$ cat config.mk
export PLATFORM = sky130hd
export DESIGN_NAME = hazard_unit
export DESIGN_NICKNAME = d
export VERILOG_FILES = /design/src/rtl/hazard_pkg.sv /design/src/rtl/mdu_busy_counter.sv /design/src/rtl/hazard_unit.sv
export SDC_FILE = /design/constraint.sdc
export NUM_CORES = 1
export LEC_CHECK = 0
export CORE_UTILIZATION = 34
export DETAILED_ROUTE_END_ITERATION = 16
export HOLD_SLACK_MARGIN = 0.02
export PLACE_DENSITY_LB_ADDON = 0.12
export SYNTH_ARGS = -nofsm -noshare
export SYNTH_HDL_FRONTEND = slang
export SYNTH_HIERARCHICAL = 1
export SYNTH_SLANG_ARGS = --single-unit
export TNS_END_PERCENT = 50
$ cat constraint.sdc
create_clock -name clk -period 4 [get_ports clk]
set_clock_uncertainty 0.2 [all_clocks]
set_input_delay 0.4 -clock clk [delete_from_list [all_inputs] [get_ports clk]]
set_output_delay 0.4 -clock clk [all_outputs]
set_load 0.01 [all_outputs]
$ cat src/rtl/hazard_pkg.sv
// hazard_pkg: shared types and constants for the pipeline hazard controller.
package hazard_pkg;

  // Tracker Tnew width; Tnew/Tuse fields of up to 8 bits are supported.
  localparam int unsigned TNEW_W    = 8;
  // Any Tuse at or above this value marks the operand as unused.
  localparam int unsigned TUSE_NONE = 4;

  // Forwarding select encoding: 0 = register file, k+1 = result of stage k.
  localparam int unsigned FWD_RF         = 0;
  localparam int unsigned FWD_STAGE_BASE = 1;

  // MDU start codes presented in E.
  localparam logic [1:0] MD_START_NONE = 2'b00;
  localparam logic [1:0] MD_START_MULT = 2'b01;
  localparam logic [1:0] MD_START_DIV  = 2'b10;

  // One in-flight instruction past Decode.
  typedef struct packed {
    logic [4:0]        rs;
    logic [4:0]        rt;
    logic [4:0]        a3;
    logic              we;
    logic [TNEW_W-1:0] tnew;
  } trk_entry_t;

  // Tnew saturating decrement applied as an entry moves down the pipe.
  function automatic logic [TNEW_W-1:0] tnew_dec(input logic [TNEW_W-1:0] t);
    return (t == '0) ? '0 : t - TNEW_W'(1);
  endfunction

endpackage

$ cat src/rtl/mdu_busy_counter.sv
// mdu_busy_counter: multiply/divide busy tracker, loaded by an E-stage start.
module mdu_busy_counter
  import hazard_pkg::*;
#(
  parameter int unsigned MULT_LAT = 5,
  parameter int unsigned DIV_LAT  = 10
) (
  input  logic       clk,
  input  logic       reset,
  input  logic [1:0] i_start,
  output logic       o_busy
);

  localparam int unsigned MAX_LAT = (MULT_LAT > DIV_LAT) ? MULT_LAT : DIV_LAT;
  localparam int unsigned CW      = $clog2(MAX_LAT + 1);

  logic [CW-1:0] r_count;
  logic          r_busy;
  logic [CW-1:0] w_count_nxt;

  // Next count: a start (re)loads the latency, otherwise count down to zero.
  always_comb begin
    w_count_nxt = r_count;
    if (i_start == MD_START_MULT) begin
      w_count_nxt = CW'(MULT_LAT);
    end else if (i_start == MD_START_DIV) begin
      w_count_nxt = CW'(DIV_LAT);
    end else if (r_count != '0) begin
      w_count_nxt = r_count - CW'(1);
    end
  end

  // Count and busy flag registers.
  always_ff @(posedge clk or posedge reset) begin
    if (reset) begin
      r_count <= '0;
      r_busy  <= 1'b0;
    end else begin
      r_count <= w_count_nxt;
      r_busy  <= (w_count_nxt != '0);
    end
  end

  assign o_busy = r_busy;

endmodule

$ cat src/rtl/hazard_unit.sv
// hazard_unit: D-stage stall and D/E forwarding selects from a Tnew tracker.
// Optional MDU busy stalls are built when HAZARD_MDU_EN is defined.
module hazard_unit
  import hazard_pkg::*;
#(
  parameter  int unsigned NUM_STAGES = 3,
  parameter  int unsigned TW         = 3,
  localparam int unsigned FW         = $clog2(NUM_STAGES + 1)
`ifdef HAZARD_MDU_EN
  ,
  parameter  int unsigned MULT_LAT   = 5,
  parameter  int unsigned DIV_LAT    = 10
`endif
) (
  input  logic          clk,
  input  logic          reset,
  input  logic [4:0]    rs_d,
  input  logic [4:0]    rt_d,
  input  logic [TW-1:0] tuse_rs_d,
  input  logic [TW-1:0] tuse_rt_d,
  input  logic [4:0]    a3_d,
  input  logic          rfwe_d,
  input  logic [TW-1:0] tnew_d,
  output logic          stall,
  output logic [FW-1:0] fwd_rs_d,
  output logic [FW-1:0] fwd_rt_d,
  output logic [FW-1:0] fwd_rs_e,
  output logic [FW-1:0] fwd_rt_e
`ifdef HAZARD_MDU_EN
  ,
  input  logic          md_d,
  input  logic [1:0]    md_start_e,
  output logic          mdu_busy
`endif
);

  trk_entry_t r_trk  [NUM_STAGES];
  trk_entry_t w_next [NUM_STAGES];

  logic       w_haz_rs;
  logic       w_haz_rt;
  logic       w_mdu_stall;
  logic       w_stall;

  // Youngest-producer search for both D sources; older matches are shadowed.
  always_comb begin
    w_haz_rs = 1'b0;
    w_haz_rt = 1'b0;
    fwd_rs_d = FW'(FWD_RF);
    fwd_rt_d = FW'(FWD_RF);
    for (int k = int'(NUM_STAGES) - 1; k >= 0; k--) begin
      if (r_trk[k].we && (r_trk[k].a3 != 5'd0) && (r_trk[k].a3 == rs_d)) begin
        w_haz_rs = (32'(tuse_rs_d) < TUSE_NONE) &&
                   (r_trk[k].tnew > TNEW_W'(tuse_rs_d));
        fwd_rs_d = (r_trk[k].tnew == '0) ? FW'(k + int'(FWD_STAGE_BASE)) : FW'(FWD_RF);
      end
      if (r_trk[k].we && (r_trk[k].a3 != 5'd0) && (r_trk[k].a3 == rt_d)) begin
        w_haz_rt = (32'(tuse_rt_d) < TUSE_NONE) &&
                   (r_trk[k].tnew > TNEW_W'(tuse_rt_d));
        fwd_rt_d = (r_trk[k].tnew == '0) ? FW'(k + int'(FWD_STAGE_BASE)) : FW'(FWD_RF);
      end
    end
  end

  // E-stage operand forwarding from stages 1..NUM_STAGES-1, youngest first.
  always_comb begin
    fwd_rs_e = FW'(FWD_RF);
    fwd_rt_e = FW'(FWD_RF);
    for (int k = int'(NUM_STAGES) - 1; k >= 1; k--) begin
      if (r_trk[k].we && (r_trk[k].a3 != 5'd0) && (r_trk[k].a3 == r_trk[0].rs)) begin
        fwd_rs_e = (r_trk[k].tnew == '0) ? FW'(k + int'(FWD_STAGE_BASE)) : FW'(FWD_RF);
      end
      if (r_trk[k].we && (r_trk[k].a3 != 5'd0) && (r_trk[k].a3 == r_trk[0].rt)) begin
        fwd_rt_e = (r_trk[k].tnew == '0) ? FW'(k + int'(FWD_STAGE_BASE)) : FW'(FWD_RF);
      end
    end
  end

`ifdef HAZARD_MDU_EN
  logic w_mdu_busy;

  mdu_busy_counter #(
    .MULT_LAT (MULT_LAT),
    .DIV_LAT  (DIV_LAT)
  ) u_mdu_busy_counter (
    .clk     (clk),
    .reset   (reset),
    .i_start (md_start_e),
    .o_busy  (w_mdu_busy)
  );

  assign mdu_busy    = w_mdu_busy;
  assign w_mdu_stall = md_d && (w_mdu_busy || (md_start_e != MD_START_NONE));
`else
  assign w_mdu_stall = 1'b0;
`endif

  // Reset gating keeps stall low while reset is held, whatever the inputs.
  assign w_stall = !reset && (w_haz_rs || w_haz_rt || w_mdu_stall);
  assign stall   = w_stall;

  // Next tracker contents: bubble or D fields into E, aged shift below.
  always_comb begin
    w_next[0] = '0;
    if (!w_stall) begin
      w_next[0].rs   = rs_d;
      w_next[0].rt   = rt_d;
      w_next[0].a3   = a3_d;
      w_next[0].we   = rfwe_d;
      w_next[0].tnew = TNEW_W'(tnew_d);
    end
    for (int k = 1; k < int'(NUM_STAGES); k++) begin
      w_next[k]      = r_trk[k-1];
      w_next[k].tnew = tnew_dec(r_trk[k-1].tnew);
    end
  end

  // Tracker registers; reset empties every stage.
  always_ff @(posedge clk or posedge reset) begin
    if (reset) begin
      for (int k = 0; k < int'(NUM_STAGES); k++) begin
        r_trk[k] <= '0;
      end
    end else begin
      for (int k = 0; k < int'(NUM_STAGES); k++) begin
        r_trk[k] <= w_next[k];
      end
    end
  end

endmodule

==> run metrics, run 1 <==
outcome=complete, no violations; CP Launch Type=flip-flop; Clock transition at path regs=0.08 ns; total track usage=roughly 17%; Hold WC Path Type=reg -> reg; fin crit share=91.9%; dpl hpwl=4940 um; I/O Pins=36; final hold viol count=0; Ys Warns=6; Setup Buffers After CTS=0; Port Buffer Count=35; fin. max-slew vios=0; Largest Register=r_trk; root buf cell=clkbuf_8; initial drt markers=94; Die W=roughly 91 um; CTS Sinks=44; Worst Tran Pin Value=between 0.9 and 1 ns; Syn Area/Cell=a little over 10 um2; # H-tree levels=2; total leakage power=roughly 1.4 nW; CP Data Arrival Time=3.08 ns; CP Capture Type=output pin; pin count of the biggest net entering global routing=25; dpl cells=roughly 390; DRC=0; standard-cell row count=32; Largest register FFs=44; Largest regs=r_trk x44; crit path buf inv count=2; post-DR wirelength/cell=roughly 16 um; cells after synthesis=roughly 270; kind of critical path=reg -> out; Post-synth EDFFs=0; maximum VDD drop=between 0.1 and 0.15 mV; cts bufs inserted=5; Yosys reg bits=44; n_diodes=0; number of global-route vias before repair=between 1,500 and 2,000; Starting Density=about a third; CP Data Required Time=between 3 and 4 ns; share of cells above drive strength 1=about 6.7%; RSZ-0062 raised after global routing=no; Post-Layout Cell Count=401; # nets final=about 350; Main synth FF type=dfrtp_1; most common cell after layout, fill and taps aside=dfrtp_1; gr ovfl total=0; Setup-failing EPs final=0; Fin Setup TNS=0 ns; DRT Pass-1 Iters=4; Post-Route WL=between 6000 and 7000 um; min cycle time layout=roughly 3.7 ns; Worst slew margin=between 30% and 40%; fmax=~0.27 GHz; Die Height=~91 um; Layout Area Growth over Synthesis=20.5%; CP peak stage delay=0.54 ns; minimum setup slack after placement=about 0.5 ns; Die ar.=between 8000 and 9000 um2; sequential share of the synthesized area=40.7%; Mapped Nets=314; first-pass GRT wire length=approximately 10,000 um; initial antenna violation count=0; max cap viols=0; crit path cell chain=or4_1 > o21ai_0 > nor4_1 > buf_4 > a211o_1 > a21oi_1 > or2_1 > clkdlybuf4s50_1; synthesized area=approximately 2700 um2; Crit-path slowest cell=clkdlybuf4s50_1; critical path fanouts, max=5; Placer Congestion=roughly 0.78; post_cts resized=0; Post-synth ARST share=100%; via count=between 2,000 and 2,500; Final WS setup=roughly 0.32 ns; commonest non-fill, non-tap cells in the layout=dfrtp_1 (44), clkdlybuf4s50_1 (35), xnor2_1 (31); CTS max path bufs=2; core box area=roughly 7700 um2; CTS Hold Bufs=0; latest clock arrival within the worst-skew pair=around 0.3 ns; PD cells=between 300 and 400 nW/um2; vias per inst=roughly 5.0; CTS tree=yes; cell family with most CP delay=simple AND/OR/NAND/NOR gates; synth unique cells=36; remaining antenna violation count after routing=0
[final timing paths]
| kind | cells after the start | to | startpoint | slack [ns] |
|---|---|---|---|---|
| worst max-delay path | 8 | stall | r_trk[59] | 0.32 |
| worst min-delay path | 0 | r_trk[32] | r_trk[56] | 0.19 |
| worst max register to register | 8 | r_trk[50] | r_trk[59] | 1.23 |
| worst min register to register | 0 | r_trk[32] | r_trk[56] | 0.19 |
| max in group asynchronous | 3 | r_trk[11] | reset | 2.29 |
| min in group asynchronous | 2 | r_trk[0] | reset | 0.50 |
[power breakdown]
group	leakage [nW]	switching [W]	internal (W)
Sequential	0.524	0.0000463	0.000477
Combinational	0.783	0.0000977	0.000111
Clock	0.0614	0.000151	0.000204
[cell type report]
class	count	area, um2
clock inverters	2	38.8
repair buffers	41	395
inverters	13	48.8
well taps	102	128
clock buffers	6	82.6
flip-flops and latches	44	1100
multi-input cells	193	1470
fillers	757	4470
[routing by layer]
metal	global-route usage (%)	wire length, um	vias to the layer above
met2	25.9	3020	42
li1	-	-	967
met3	3.10	241	8
met1	23.7	3130	985
met5	0	0	-
met4	5.16	90	0
[cell usage after synthesis (3+ instances only)]
master | instances | share of area, %
o21a_1 | 5 | 1.4
a21oi_1 | 5 | 0.92
nor2b_1 | 6 | 1.4
nand3_1 | 12 | 2.2
nor3_1 | 9 | 1.7
nand2_1 | 9 | 1.2
clkbuf_1 | 5 | 0.69
o21ai_0 | 11 | 2.0
nor3b_1 | 19 | 5.3
inv_1 | 13 | 1.8
xor2_1 | 20 | 6.5
buf_2 | 6 | 1.1
a21o_1 | 4 | 1.1
nor4_1 | 4 | 0.92
buf_4 | 4 | 1.1
xnor2_1 | 31 | 10
nor2_1 | 10 | 1.4
or4_1 | 5 | 1.4
ha_1 | 21 | 9.7
a211o_1 | 4 | 1.3
dfrtp_1 | 44 | 41
nand2b_1 | 3 | 0.69
[cells by family (layout without fill, tap and decap cells)]
family	after synthesis	after routing	share of synthesized area (%)
and+or+nand+nor	84	84	18.7
xor gates and xnor gates	51	51	16.5
DFF	44	44	40.7
AOI/OAI and AO/OA	34	34	8.41
buffers and inverters	29	62	5.13
adders and majority gates	21	21	9.70
muxes	2	2	0.739
other	1	1	0.138
[through the flow]
| step | cell area (um2) | hold WS [ns] | utilization, % | power [W] |
|---|---|---|---|---|
| finish | 3260 | 0.187 | 42.2 | 0.00109 |
| global route | 3260 | 0.204 | 42.2 | 0.00115 |
| CTS | 3260 | 0.191 | 42.2 | 0.00110 |
| global placement | 3140 | 0.164 | 40.6 | 0.000740 |
| floorplan | 2710 | 0.148 | - | 0.000665 |
| detailed placement | 3140 | 0.169 | 40.6 | 0.000742 |
[worst register-to-register path, delay by kind of cell (launching register included)]
family	cells	cell delay [ns]
flops	1	0.45
simple gates	3	0.74
buf+inv	2	0.46
compound gates	3	0.81
(Power assumes the default switching activity.)
==> inputs of run 2 (changes only) <==
--- a/config.mk
+++ b/config.mk
@@ -5,6 +5,7 @@
 export SDC_FILE = /design/constraint.sdc
 export NUM_CORES = 1
 export LEC_CHECK = 0
+export CORE_ASPECT_RATIO = 1.75
 export CORE_UTILIZATION = 34
 export DETAILED_ROUTE_END_ITERATION = 16
 export HOLD_SLACK_MARGIN = 0.02
==> run 2 against run 1 <==
- clock-buffer cell count is 1 lower
- die area is 0.17% higher
- core utilization is 1.6 points higher
- hold slack better by 0.0014 ns
- first-iteration DRC count is 49% lower
- critical path depth stayed put
- register-to-register slack hardly changed
- via count is 0.20% higher
- combinational power hardly changed
- sequential share of layout area is 0.77 points lower
- critical path type unchanged
- largest cell class unchanged
- largest power group is now the clock network
==> run metrics, run 2 (synthesized netlist as in run 1, its figures left out) <==
outcome=complete, no violations; Largest Register=r_trk; RSZ-0062 raised after global routing=no; CP Capture Type=output pin; pin count of the biggest net entering global routing=45 (+80%); combinational share of power=15.9% (-3.3 points); number of global-route vias before repair=2,081 (+4.1%); first-pass GRT wire length=11,100 um (+6.6%); Fin Setup TNS=0 ns (unchanged); Fillers=739 (-2.4%); latest clock arrival within the worst-skew pair=0.29 ns (about the same); Hold WC Path Type=reg -> reg; dpl hpwl=5540 um (+12%); cts bufs inserted=5 (unchanged); CTS Sinks=44 (unchanged); standard-cell row count=42 (+31%); Worst Tran Pin Value=0.559 ns (-0.362 ns); post_cts resized=0 (unchanged); remaining antenna violation count after routing=0 (unchanged); via count=2,006 (+0.20%); FF+latch area=1100 um2 (unchanged); # H-tree levels=2 (unchanged); Psw=0.000315 W (+6.6%); DRC=0 (unchanged); Post-Route WL=6840 um (+5.4%); most common cell after layout, fill and taps aside=dfrtp_1; total leakage power=1.41 nW (+3.1%); DRT Pass-1 Iters=5 (+1); Layout Area Growth over Synthesis=23.3%; PD cells=397 nW/um2 (+19%); CP Data Arrival Time=3.05 ns (-0.03 ns); hold_ws=0.189 ns (+0.00143 ns); post-DR wirelength/cell=17.7 um (+9.2%); I/O Pins=36 (unchanged); final hold viol count=0 (unchanged); CTS tree=yes; CP Data Required Time=3.40 ns (about the same); critical path fanouts, max=5 (unchanged); root buf cell=clkbuf_16; Final WS setup=0.346 ns (+0.0225 ns); Setup-failing EPs final=0 (unchanged); Clock transition at path regs=0.07 ns (about the same); sequential share of power=39.6% (-8.5 points); Largest regs=r_trk x44; clock share of power=44.5% (+12 points); fin crit share=91.4% (-0.56 points); gr ovfl total=0 (unchanged); area of the multi-input gates=1470 um2 (unchanged); CTS Hold Bufs=0 (unchanged); min cycle time layout=3.65 ns (-0.0225 ns); CTS max path bufs=2 (unchanged); initial drt markers=48 (-49%); Port Buffer Count=35 (unchanged); Crit-path slowest cell=clkdlybuf4s50_1; Worst slew margin=62.7% (+24 points); fin. max-slew vios=0 (unchanged); commonest non-fill, non-tap cells in the layout=dfrtp_1 (44), clkdlybuf4s50_1 (35), xnor2_1 (31); total track usage=17.9% (+1.1 points); Setup Buffers After CTS=0 (unchanged); crit path cell chain=or4_1 > o21ai_0 > nor4_1 > buf_4 > a211o_1 > a21oi_1 > or2_1 > clkdlybuf4s50_1; vias per inst=5.18 (+3.8%); # nets final=346 (unchanged); Die Height=120 um (+32%); minimum setup slack after placement=0.460 ns (-0.0290 ns); Starting Density=35.5% (+0.49 points); kind of critical path=reg -> out; P_int=0.00101 W (+27%); Die W=69.5 um (-24%); Placer Congestion=0.838 (+7.6%); Die ar.=8340 um2 (+0.17%); CP Launch Type=flip-flop; maximum VDD drop=0.273 mV (+110%); sw frac=23.8% (-3.4 points); initial antenna violation count=0 (unchanged); Pwr Total=0.00132 W (+22%); n_diodes=0 (unchanged); max cap viols=0 (unchanged); core box area=7620 um2 (-1.4%); share of cells above drive strength 1=6.69% (unchanged); Largest register FFs=44 (unchanged); fmax=0.274 GHz (+0.62%); CP peak stage delay=0.54 ns (about the same)
## run 2: final cells by class
class                   instances  share of cell area (%)
multi-input cells             193                    44.0
flip-flops and latches         44                    33.0
repair buffers                 41                    11.8
clock inverters                 3                    2.70
well taps                      88                    3.30
inverters                      13                    1.46
clock buffers                   5                    3.75
## run 2: power groups by stage
stage | logic (W) | clock network [W] | registers (W)
after global routing | 0.000239 | 0.000620 | 0.000528
final | 0.000210 | 0.000590 | 0.000524
after floorplan | 0.000160 | 0 | 0.000505
after global placement | 0.000211 | 0 | 0.000533
after CTS | 0.000215 | 0.000601 | 0.000525
after detailed placement | 0.000213 | 0 | 0.000534
## run 2: through the flow
stage,area [um2],std cells,util (%)
after floorplan,2710,266,-
after global placement,3120,379,41.0
after detailed placement,3120,379,41.0
after CTS,3340,387,43.8
final,3340,387,43.8
after global routing,3340,387,43.8
## run 2: worst paths after layout
kind / startpoint / to / slack [ns] / cells after the start
max in group asynchronous: reset / r_trk[63] / 2.75 / 3
worst min register to register: r_trk[56] / r_trk[32] / 0.19 / 0
min in group asynchronous: reset / r_trk[1] / 0.45 / 3
worst max register to register: r_trk[58] / r_trk[63] / 1.22 / 8
worst min-delay path: r_trk[56] / r_trk[32] / 0.19 / 0
worst max-delay path: r_trk[58] / stall / 0.35 / 8
## run 2: worst max-delay path, delay by kind of cell, from the launching register on
kind / cells / cell delay [ns]
AND/OR/NAND/NOR: 3 / 0.82
flip-flops: 1 / 0.44
buffers and inverters: 2 / 0.71
AO/OA/AOI/OAI: 3 / 0.79
## run 2: per-layer routing
| layer | global-route usage [%] | routed length [um] | up-vias |
|---|---|---|---|
| li1 | - | - | 971 |
| met1 | 17.8 | 2440 | 975 |
| met2 | 35.7 | 4000 | 48 |
| met3 | 2.35 | 208 | 12 |
| met4 | 7.78 | 186 | 0 |
| met5 | 0 | 0 | - |
